[config.mk]
export PLATFORM = sky130hd
export DESIGN_NAME = n_bit_alu_seq
export DESIGN_NICKNAME = d
export VERILOG_FILES = /design/src/rtl/n_bit_alu_seq.sv
export SDC_FILE = /design/constraint.sdc
export NUM_CORES = 1
export LEC_CHECK = 0
export ABC_CLOCK_PERIOD_IN_PS = 21300
export CAP_MARGIN = 20
export CORE_ASPECT_RATIO = 0.5
export CORE_MARGIN = 3
export CORE_UTILIZATION = 49
export CTS_CLUSTER_SIZE = 12
export DETAILED_ROUTE_END_ITERATION = 8
export PLACE_DENSITY = 0.66
export SYNTH_ARGS = -nofsm -noshare
export SYNTH_HDL_FRONTEND = slang
export SYNTH_SLANG_ARGS = --single-unit
[constraint.sdc]
create_clock -name clk -period 21.3 [get_ports clk]
set_input_delay 4.26 -clock clk [delete_from_list [all_inputs] [get_ports clk]]
set_output_delay 4.26 -clock clk [all_outputs]
set_load 0.03 [all_outputs]
[src/rtl/n_bit_alu_seq.sv]
// n_bit_alu_seq: registered WIDTH-bit ALU built from a rippled 1-bit slice
// model. It also has an iterative shift-add unsigned multiplier and a
// start/busy/done handshake.
//
// The ALU path takes two clock edges: one edge captures the operands and the
// next edge writes the outputs. The multiply path takes exactly WIDTH edges
// after start is sampled, one shift-add step per edge.
module n_bit_alu_seq #(
  parameter int WIDTH = 32
) (
  input  logic             clk,
  input  logic             reset,
  input  logic             start,
  input  logic             mulEn,
  input  logic [3:0]       aluCtl,
  input  logic [WIDTH-1:0] a,
  input  logic [WIDTH-1:0] b,
  output logic             busy,
  output logic             done,
  output logic [WIDTH-1:0] result,
  output logic [WIDTH-1:0] resultHi,
  output logic             carryOut,
  output logic             overflow,
  output logic             zero
);

  localparam int CW = $clog2(WIDTH + 1);

  typedef enum logic [1:0] {
    IDLE = 2'd0,
    ALU  = 2'd1,
    MUL  = 2'd2
  } state_t;

  state_t state, state_next;

  // Captured request
  logic [WIDTH-1:0]   op_a;
  logic [WIDTH-1:0]   op_b;
  logic [3:0]         ctl_q;

  // Multiplier datapath
  logic [2*WIDTH-1:0] mcand;
  logic [2*WIDTH-1:0] acc;
  logic [2*WIDTH-1:0] acc_next;
  logic [WIDTH-1:0]   mplier;
  logic [CW-1:0]      cnt;
  logic               mul_last;

  // ALU slice chain
  logic [WIDTH-1:0]   a_s;
  logic [WIDTH-1:0]   b_s;
  logic [WIDTH-1:0]   sum;
  logic [WIDTH:0]     carry;
  logic               add_ovf;
  logic               slt_set;
  logic [WIDTH-1:0]   alu_res;
  logic               alu_cout;
  logic               alu_ovf;

  assign mul_last = (cnt == CW'(WIDTH - 1));

  // State register
  always_ff @(posedge clk) begin
    // NOTE: clocked state uses non-blocking assignments so every register samples pre-edge values.
    if (reset) state <= IDLE;
    else       state <= state_next;
  end

  // Next-state decode and busy output
  always_comb begin
    // NOTE: defaults first so no path through the case leaves a signal unassigned (no latches).
    state_next = state;
    busy       = 1'b0;
    unique case (state)
      IDLE: begin
        if (start) state_next = mulEn ? MUL : ALU;
      end
      ALU: begin
        busy       = 1'b1;
        state_next = IDLE;
      end
      MUL: begin
        busy = 1'b1;
        if (mul_last) state_next = IDLE;
      end
      default: state_next = IDLE;
    endcase
  end

  // Ripple-carry slice chain over the captured operands, plus the op mux
  always_comb begin
    a_s      = op_a ^ {WIDTH{ctl_q[3]}};
    b_s      = op_b ^ {WIDTH{ctl_q[2]}};
    carry    = '0;
    sum      = '0;
    // carry-in of bit 0 follows binvert so that SUB is a + ~b + 1
    carry[0] = ctl_q[2];
    for (int i = 0; i < WIDTH; i++) begin
      sum[i]     = a_s[i] ^ b_s[i] ^ carry[i];
      carry[i+1] = (a_s[i] & b_s[i]) | (carry[i] & (a_s[i] ^ b_s[i]));
    end
    add_ovf  = carry[WIDTH] ^ carry[WIDTH-1];
    // The sign corrected by overflow is the true sign of the full-precision difference.
    slt_set  = sum[WIDTH-1] ^ add_ovf;
    alu_res  = '0;
    alu_cout = 1'b0;
    alu_ovf  = 1'b0;
    unique case (ctl_q[1:0])
      2'b00: alu_res = a_s & b_s;
      2'b01: alu_res = a_s | b_s;
      2'b10: begin
        alu_res  = sum;
        alu_cout = carry[WIDTH];
        alu_ovf  = add_ovf;
      end
      default: begin
        alu_res  = {{(WIDTH-1){1'b0}}, slt_set};
        alu_cout = carry[WIDTH];
        alu_ovf  = add_ovf;
      end
    endcase
  end

  // One shift-add step: accumulate the multiplicand when the multiplier LSB is set
  always_comb begin
    acc_next = acc + (mplier[0] ? mcand : '0);
  end

  // Operand capture, multiply iteration and output registers
  always_ff @(posedge clk) begin
    if (reset) begin
      // NOTE: all datapath registers are reset too, so the outputs read as zero after an aborted multiply.
      op_a     <= '0;
      op_b     <= '0;
      ctl_q    <= '0;
      mcand    <= '0;
      mplier   <= '0;
      acc      <= '0;
      cnt      <= '0;
      done     <= 1'b0;
      result   <= '0;
      resultHi <= '0;
      carryOut <= 1'b0;
      overflow <= 1'b0;
      zero     <= 1'b0;
    end else begin
      done <= 1'b0;
      unique case (state)
        IDLE: begin
          if (start) begin
            op_a   <= a;
            op_b   <= b;
            ctl_q  <= aluCtl;
            mcand  <= {{WIDTH{1'b0}}, a};
            mplier <= b;
            acc    <= '0;
            cnt    <= '0;
          end
        end
        ALU: begin
          result   <= alu_res;
          resultHi <= '0;
          carryOut <= alu_cout;
          overflow <= alu_ovf;
          zero     <= (alu_res == '0);
          done     <= 1'b1;
        end
        MUL: begin
          acc    <= acc_next;
          mcand  <= mcand << 1;
          mplier <= mplier >> 1;
          cnt    <= cnt + CW'(1);
          if (mul_last) begin
            result   <= acc_next[WIDTH-1:0];
            resultHi <= acc_next[2*WIDTH-1:WIDTH];
            carryOut <= 1'b0;
            overflow <= (acc_next[2*WIDTH-1:WIDTH] != '0);
            zero     <= (acc_next == '0);
            done     <= 1'b1;
          end
        end
        default: ;
      endcase
    end
  end

endmodule

==> impl_metrics.toml, run 1 <==
[power_and_ir_drop]
vdd_drop_max_v = 0.00005543
pwr_density_cell_nw_per_um2 = 62.98
cellLeakagePower_nw = 8.561
total_power_mw = 1.359

[grt]
grt_max_degree = 123
grt_pass1_wl_um = 87490
first_global_vias = 15760
grt_usage_pct = 25.73
antenna_found_initial = 2
overflow = 0

[detailed_routing]
drt_iter0_markers = 1393
ant_nets = 0
dr_wl_met2_um = 23440
drt-met1-wl_um = 26570
met3_length_um = 3322
drc = 0
wl_per_cell_um = 18.60
vias = 16820
wl_um = 54870
viasPerCell = 5.704
drtPass1Iterations = 5
routed.top_layer = "met5"

[critical_path]
cp-start-kind = "register"
worstSetupPathType = "reg2reg"
worstRegToRegCells = 44
crit_arrival_ns = 14.87
endpoint_kind = "register"
cp.required_ns = 21.81
critPathMaxStageDelay_ns = 0.98
worstPathMaxFanout = 33
cp_slowest_cell = "dfxtp_2"
path_common_cell = "fa_1"

[floorplanning]
die_x_um = 284.8
initial_core_util_pct = 50.30
pin_count = 141
rows = 50
core_um2 = 37850
dieArea_um2 = 41400
die_height_um = 145.4

[clock_tree]
cts_tree = "yes"
clockRootBuffer = "clkbuf_16"
post_cts_buffers = 0
cts_buffer_depth = 3
numClockSinks = 304
cts_buffers = 30
insertion_delay_ns = 0.59
path_clk_slew_ns = 0.06
cts_resized = 0
cts-htree-levels = 1
cts_hold_buf = 0

[place]
gp_congestion = 0.9248
io_buffers = 140
pre_cts_ws_ns = 7.059
place_area_um2 = 20710
hpwl_um = 40340
dp.cells = 2903

[sta]
rsz0062_at_grt = "no"
whs_ns = 0.4641
finalHoldViolCount = 0
max_freq_mhz = 69.63
fin_tns_setup_ns = 0
maxSlewHeadroom_pct = 32.00
worst_pin_slew_ns = 1.020
fin_ws_ns = 6.939
finClkSkew_ns = 0.02262
timing.final.crit_period_ns = 14.36
finalCritPeriodShare_pct = 67.42
final-max-slew-violation-count = 0
finalSetupViolCount = 0

[logic_synthesis]
yosysTopAreaCellShare_pct = 31.97
syn-num-nets = 2614
synth_cell_type_count = 73
ys_warn_count = 0
synth_flop_cell = "dfxtp_1"
syn_area_um2 = 19040
ys_seq_elements = 304
seq_area_frac_synth_pct = 31.97
synth_top_cell_by_area = "dfxtp_1"
synth_edf_count = 0
synthCells = 2378
avgSynthCellArea_um2 = 8.006
async_flop_share_pct = 0
synthTopCellsByArea = "dfxtp_1 32%, ha_1 8.6%, a21oi_1 6.4%"

[final_layout]
fin_cells = 2949
drive_gt1_share_pct = 4.199
final_common_cell = "nor2_1"
finalNetCount = 2652
syn_to_final_growth_pct = 13.31
final_util_pct = 57.00
antenna-diode-count = 0
final_cell_mix = "320 x nor2_1, 301 x dfxtp_1, 257 x nand2_1"
design_area_um2 = 21570

[worst_hold_path]
holdPathStages = 2
hold_path_class = "reg2reg"

[run]
cap_violations = 0

[outcome]
status = "completed"
Yosys cell counts, drive strengths merged, types with 3 or more instances:
library cell / n
a211oi: 83
a21boi: 3
a21o: 13
a21oi: 251
a221oi: 5
a22oi: 86
a311oi: 5
a31o: 3
a31oi: 14
and2: 72
and3: 5
and4: 5
buf: 23
clkbuf: 132
dfxtp: 304
fa: 33
ha: 131
inv: 101
mux2i: 109
nand2: 259
nand2b: 5
nand3: 53
nand4: 30
nor2: 320
nor2b: 6
nor3: 18
nor3b: 3
nor4: 18
o211ai: 8
o21a: 7
o21ai: 67
o21bai: 6
o221ai: 3
o22ai: 30
o2bb2ai: 3
o31ai: 4
or2: 3
or3: 5
or4: 4
or4b: 3
xnor2: 33
xor2: 95
final cells by class:
cell class | count | area (um^2)
fillers | 3554 | 16280
multi-input cells | 1818 | 12040
flip-flops and latches | 304 | 6090
repair buffers | 161 | 1577
clock buffers | 42 | 815.8
well taps | 520 | 650.6
inverters | 101 | 379.1
clock inverters | 3 | 26.28
critical path: cells and delay by family (launching register included):
kind | cells | cell delay, ns
compound gates | 5 | 0.73
xor+xnor | 1 | 0.25
fa+ha+maj | 31 | 11.43
flops | 1 | 0.98
simple gates | 4 | 0.67
buf+inv | 3 | 0.22
state kept, by name, indices dropped and copies added (netlist names), 6 cells and up:
| signal | count |
|---|---|
| op_a | 32 |
| cnt | 6 |
| acc | 64 |
| resultHi | 32 |
| mplier | 32 |
| mcand | 64 |
| op_b | 32 |
| result | 32 |
routing by layer:
| layer | vias up | GRT usage (%) |
|---|---|---|
| met5 | - | 0 |
| met4 | 4 | 6.905 |
| met3 | 94 | 4.100 |
| met2 | 460 | 39.43 |
| met1 | 7927 | 37.59 |
| li1 | 8335 | - |
cell families after synthesis:
logic type               after synthesis  share of synthesized area (%)
flip-flops                           304                          31.97
adder cells (fa/ha/maj)              164                          12.08
multiplexers                         109                          5.731
AO/OA/AOI/OAI                        607                          20.44
buffers and inverters                256                          5.087
AND/OR/NAND/NOR                      810                          18.81
XOR/XNOR                             128                          5.889
path summary, 6_finish.rpt:
path | start | to | slack (ns)
max reg2reg | ctl_q[3] | zero | 6.94
min | resultHi[19] | resultHi[19] | 0.46
max | ctl_q[3] | zero | 6.94
min reg2reg | resultHi[19] | resultHi[19] | 0.46
power breakdown:
| part | switching [mW] | internal (mW) |
|---|---|---|
| clock network | 0.227 | 0.263 |
| logic | 0.164 | 0.0926 |
| registers | 0.0188 | 0.593 |
| total | 0.410 | 0.948 |
No activity file was read; power rests on OpenSTA's default activity.
==> run 2, diff against run 1 <==
--- a/config.mk
+++ b/config.mk
@@ -5,7 +5,7 @@
 export SDC_FILE = /design/constraint.sdc
 export NUM_CORES = 1
 export LEC_CHECK = 0
-export ABC_CLOCK_PERIOD_IN_PS = 21300
+export ABC_CLOCK_PERIOD_IN_PS = 14050
 export CAP_MARGIN = 20
 export CORE_ASPECT_RATIO = 0.5
 export CORE_MARGIN = 3
==> constraint.sdc (replaced) <==
create_clock -name clk -period 14.05 [get_ports clk]
set_input_delay 2.81 -clock clk [delete_from_list [all_inputs] [get_ports clk]]
set_output_delay 2.81 -clock clk [all_outputs]
set_load 0.03 [all_outputs]
==> run 2 against run 1 <==
Critical path depth unchanged. Via count rose by 0.21%. First-iteration DRC count is 2.2% higher. Sequential share of layout area hardly changed. Sequential power up 51%. Sequential cell count is the same. Critical path type unchanged.
==> impl_metrics.toml, run 2 (same netlist as run 1, synthesis figures left out) <==
[power_and_ir_drop]
total_power_mw = 2.047
cellLeakagePower_nw = 8.564
pwr_density_cell_nw_per_um2 = 94.78
seq_power_share_pct = 45.2
internal-power_mw = 1.428
pwr-share-comb_pct = 19.2
pwr-share-clk_pct = 35.5
p_sw_mw = 0.6182
p_sw_share_pct = 30.20
vdd_drop_max_v = 0.00008897

[sta]
finalCritPeriodShare_pct = 96.52
timing.final.crit_period_ns = 13.56
finalHoldViolCount = 0
final-max-slew-violation-count = 0
rsz0062_at_grt = "no"
worst_pin_slew_ns = 0.9952
whs_ns = 0.4626
fin_tns_setup_ns = 0
maxSlewHeadroom_pct = 33.04
max_freq_mhz = 73.74
finClkSkew_ns = 0.01668
fin_ws_ns = 0.4888
finalSetupViolCount = 0

[clock_tree]
cts_tree = "yes"
cts_resized = 0
cts-htree-levels = 1
path_clk_slew_ns = 0.07
numClockSinks = 304
post_cts_buffers = 0
cts_buffers = 30
cts_hold_buf = 0
clockRootBuffer = "clkbuf_16"
cts_buffer_depth = 3
insertion_delay_ns = 0.59

[detailed_routing]
drc = 0
ant_nets = 0
vias = 16860
drtPass1Iterations = 7
wl_um = 54860
viasPerCell = 5.723
wl_per_cell_um = 18.63
drt_iter0_markers = 1423

[run]
cap_violations = 0

[floorplanning]
dieArea_um2 = 41400
core_um2 = 37850
pin_count = 141
die_height_um = 145.4
initial_core_util_pct = 50.30
rows = 50
die_x_um = 284.8

[final_layout]
final_common_cell = "nor2_1"
final_util_pct = 57.05
fillCellCount = 3589
drive_gt1_share_pct = 4.371
design_area_um2 = 21590
reg_top3 = "acc x64, mcand x64"
finalNetCount = 2654
antenna-diode-count = 0
final_cell_mix = "320 x nor2_1, 301 x dfxtp_1, 257 x nand2_1"
fin_cells = 2945
syn_to_final_growth_pct = 13.43

[grt]
grt-busiest-layer = "met2"
use_met1_pct = 37.80
grt_max_degree = 126
grt_usage_pct = 25.66
grt_use_met2_pct = 40.18
first_global_vias = 15710
grt_pass1_wl_um = 87750
met3_usage_pct = 3.490
overflow = 0
antenna_found_initial = 0

[place]
gp_congestion = 0.9135
pre_cts_ws_ns = 0.4843
io_buffers = 140
place_area_um2 = 20730
hpwl_um = 40330
dp.cells = 2905

[worst_hold_path]
hold_path_class = "reg2reg"

[critical_path]
cp-start-kind = "register"
critPathMaxStageDelay_ns = 0.49
endpoint_kind = "register"
path_common_cell = "fa_1"
cp.required_ns = 14.56
crit_arrival_ns = 14.07
worstSetupPathType = "reg2reg"
cp_slowest_cell = "fa_1"
worstPathMaxFanout = 5
r2r_slack_ns = 0.49

[outcome]
status = "completed"
==> run 2: final cells by class <==
type                    count  area [um^2]  area share (%)
multi-input cells        1818        12050           55.80
flip-flops and latches    304         6092           28.21
repair buffers            163         1607           7.440
clock buffers              35        779.5           3.610
well taps                 520        650.6           3.013
inverters                 101        379.1           1.756
clock inverters             4        37.54          0.1738
==> run 2: metal layers <==
metal  wire length (um)  part of all wire (%)
met4               1043                   1.9
met1              26870                    49
met3               2835                   5.2
met2              24110                    44
met5                  0                     0
==> run 2: power groups by stage <==
| stage | Combinational, mW | Clock [mW] | Sequential (mW) |
|---|---|---|---|
| finish | 0.394 | 0.727 | 0.926 |
| global route | 0.442 | 0.782 | 0.929 |
| CTS | 0.390 | 0.744 | 0.926 |
| detailed placement | 0.389 | 0 | 0.945 |
| global placement | 0.380 | 0 | 0.944 |
| floorplan | 0.271 | 0 | 0.941 |
==> run 2: final timing paths <==
check,cells after the start,to,start
setup / recovery,44,zero,ctl_q[3]
hold / removal,2,resultHi[2],resultHi[2]
setup reg to reg,44,zero,ctl_q[3]
hold reg to reg,2,resultHi[2],resultHi[2]
==> run 2: critical path, delay by kind of cell (launching register included) <==
| kind | cells | cell delay [ns] |
|---|---|---|
| buffers and inverters | 3 | 0.21 |
| flip-flops | 1 | 0.40 |
| AND/OR/NAND/NOR | 4 | 0.55 |
| XOR/XNOR | 1 | 0.14 |
| adder cells (fa/ha/maj) | 31 | 11.49 |
| AO/OA/AOI/OAI | 5 | 0.69 |
==> run 3, diff against run 2 <==
--- a/config.mk
+++ b/config.mk
@@ -13,6 +13,7 @@
 export CTS_CLUSTER_SIZE = 12
 export DETAILED_ROUTE_END_ITERATION = 8
 export PLACE_DENSITY = 0.66
+export SLEW_MARGIN = 15
 export SYNTH_ARGS = -nofsm -noshare
 export SYNTH_HDL_FRONTEND = slang
 export SYNTH_SLANG_ARGS = --single-unit
==> results of run 3 <==
Same layout as run 2: the final DEF is identical, and so are final timing and power.
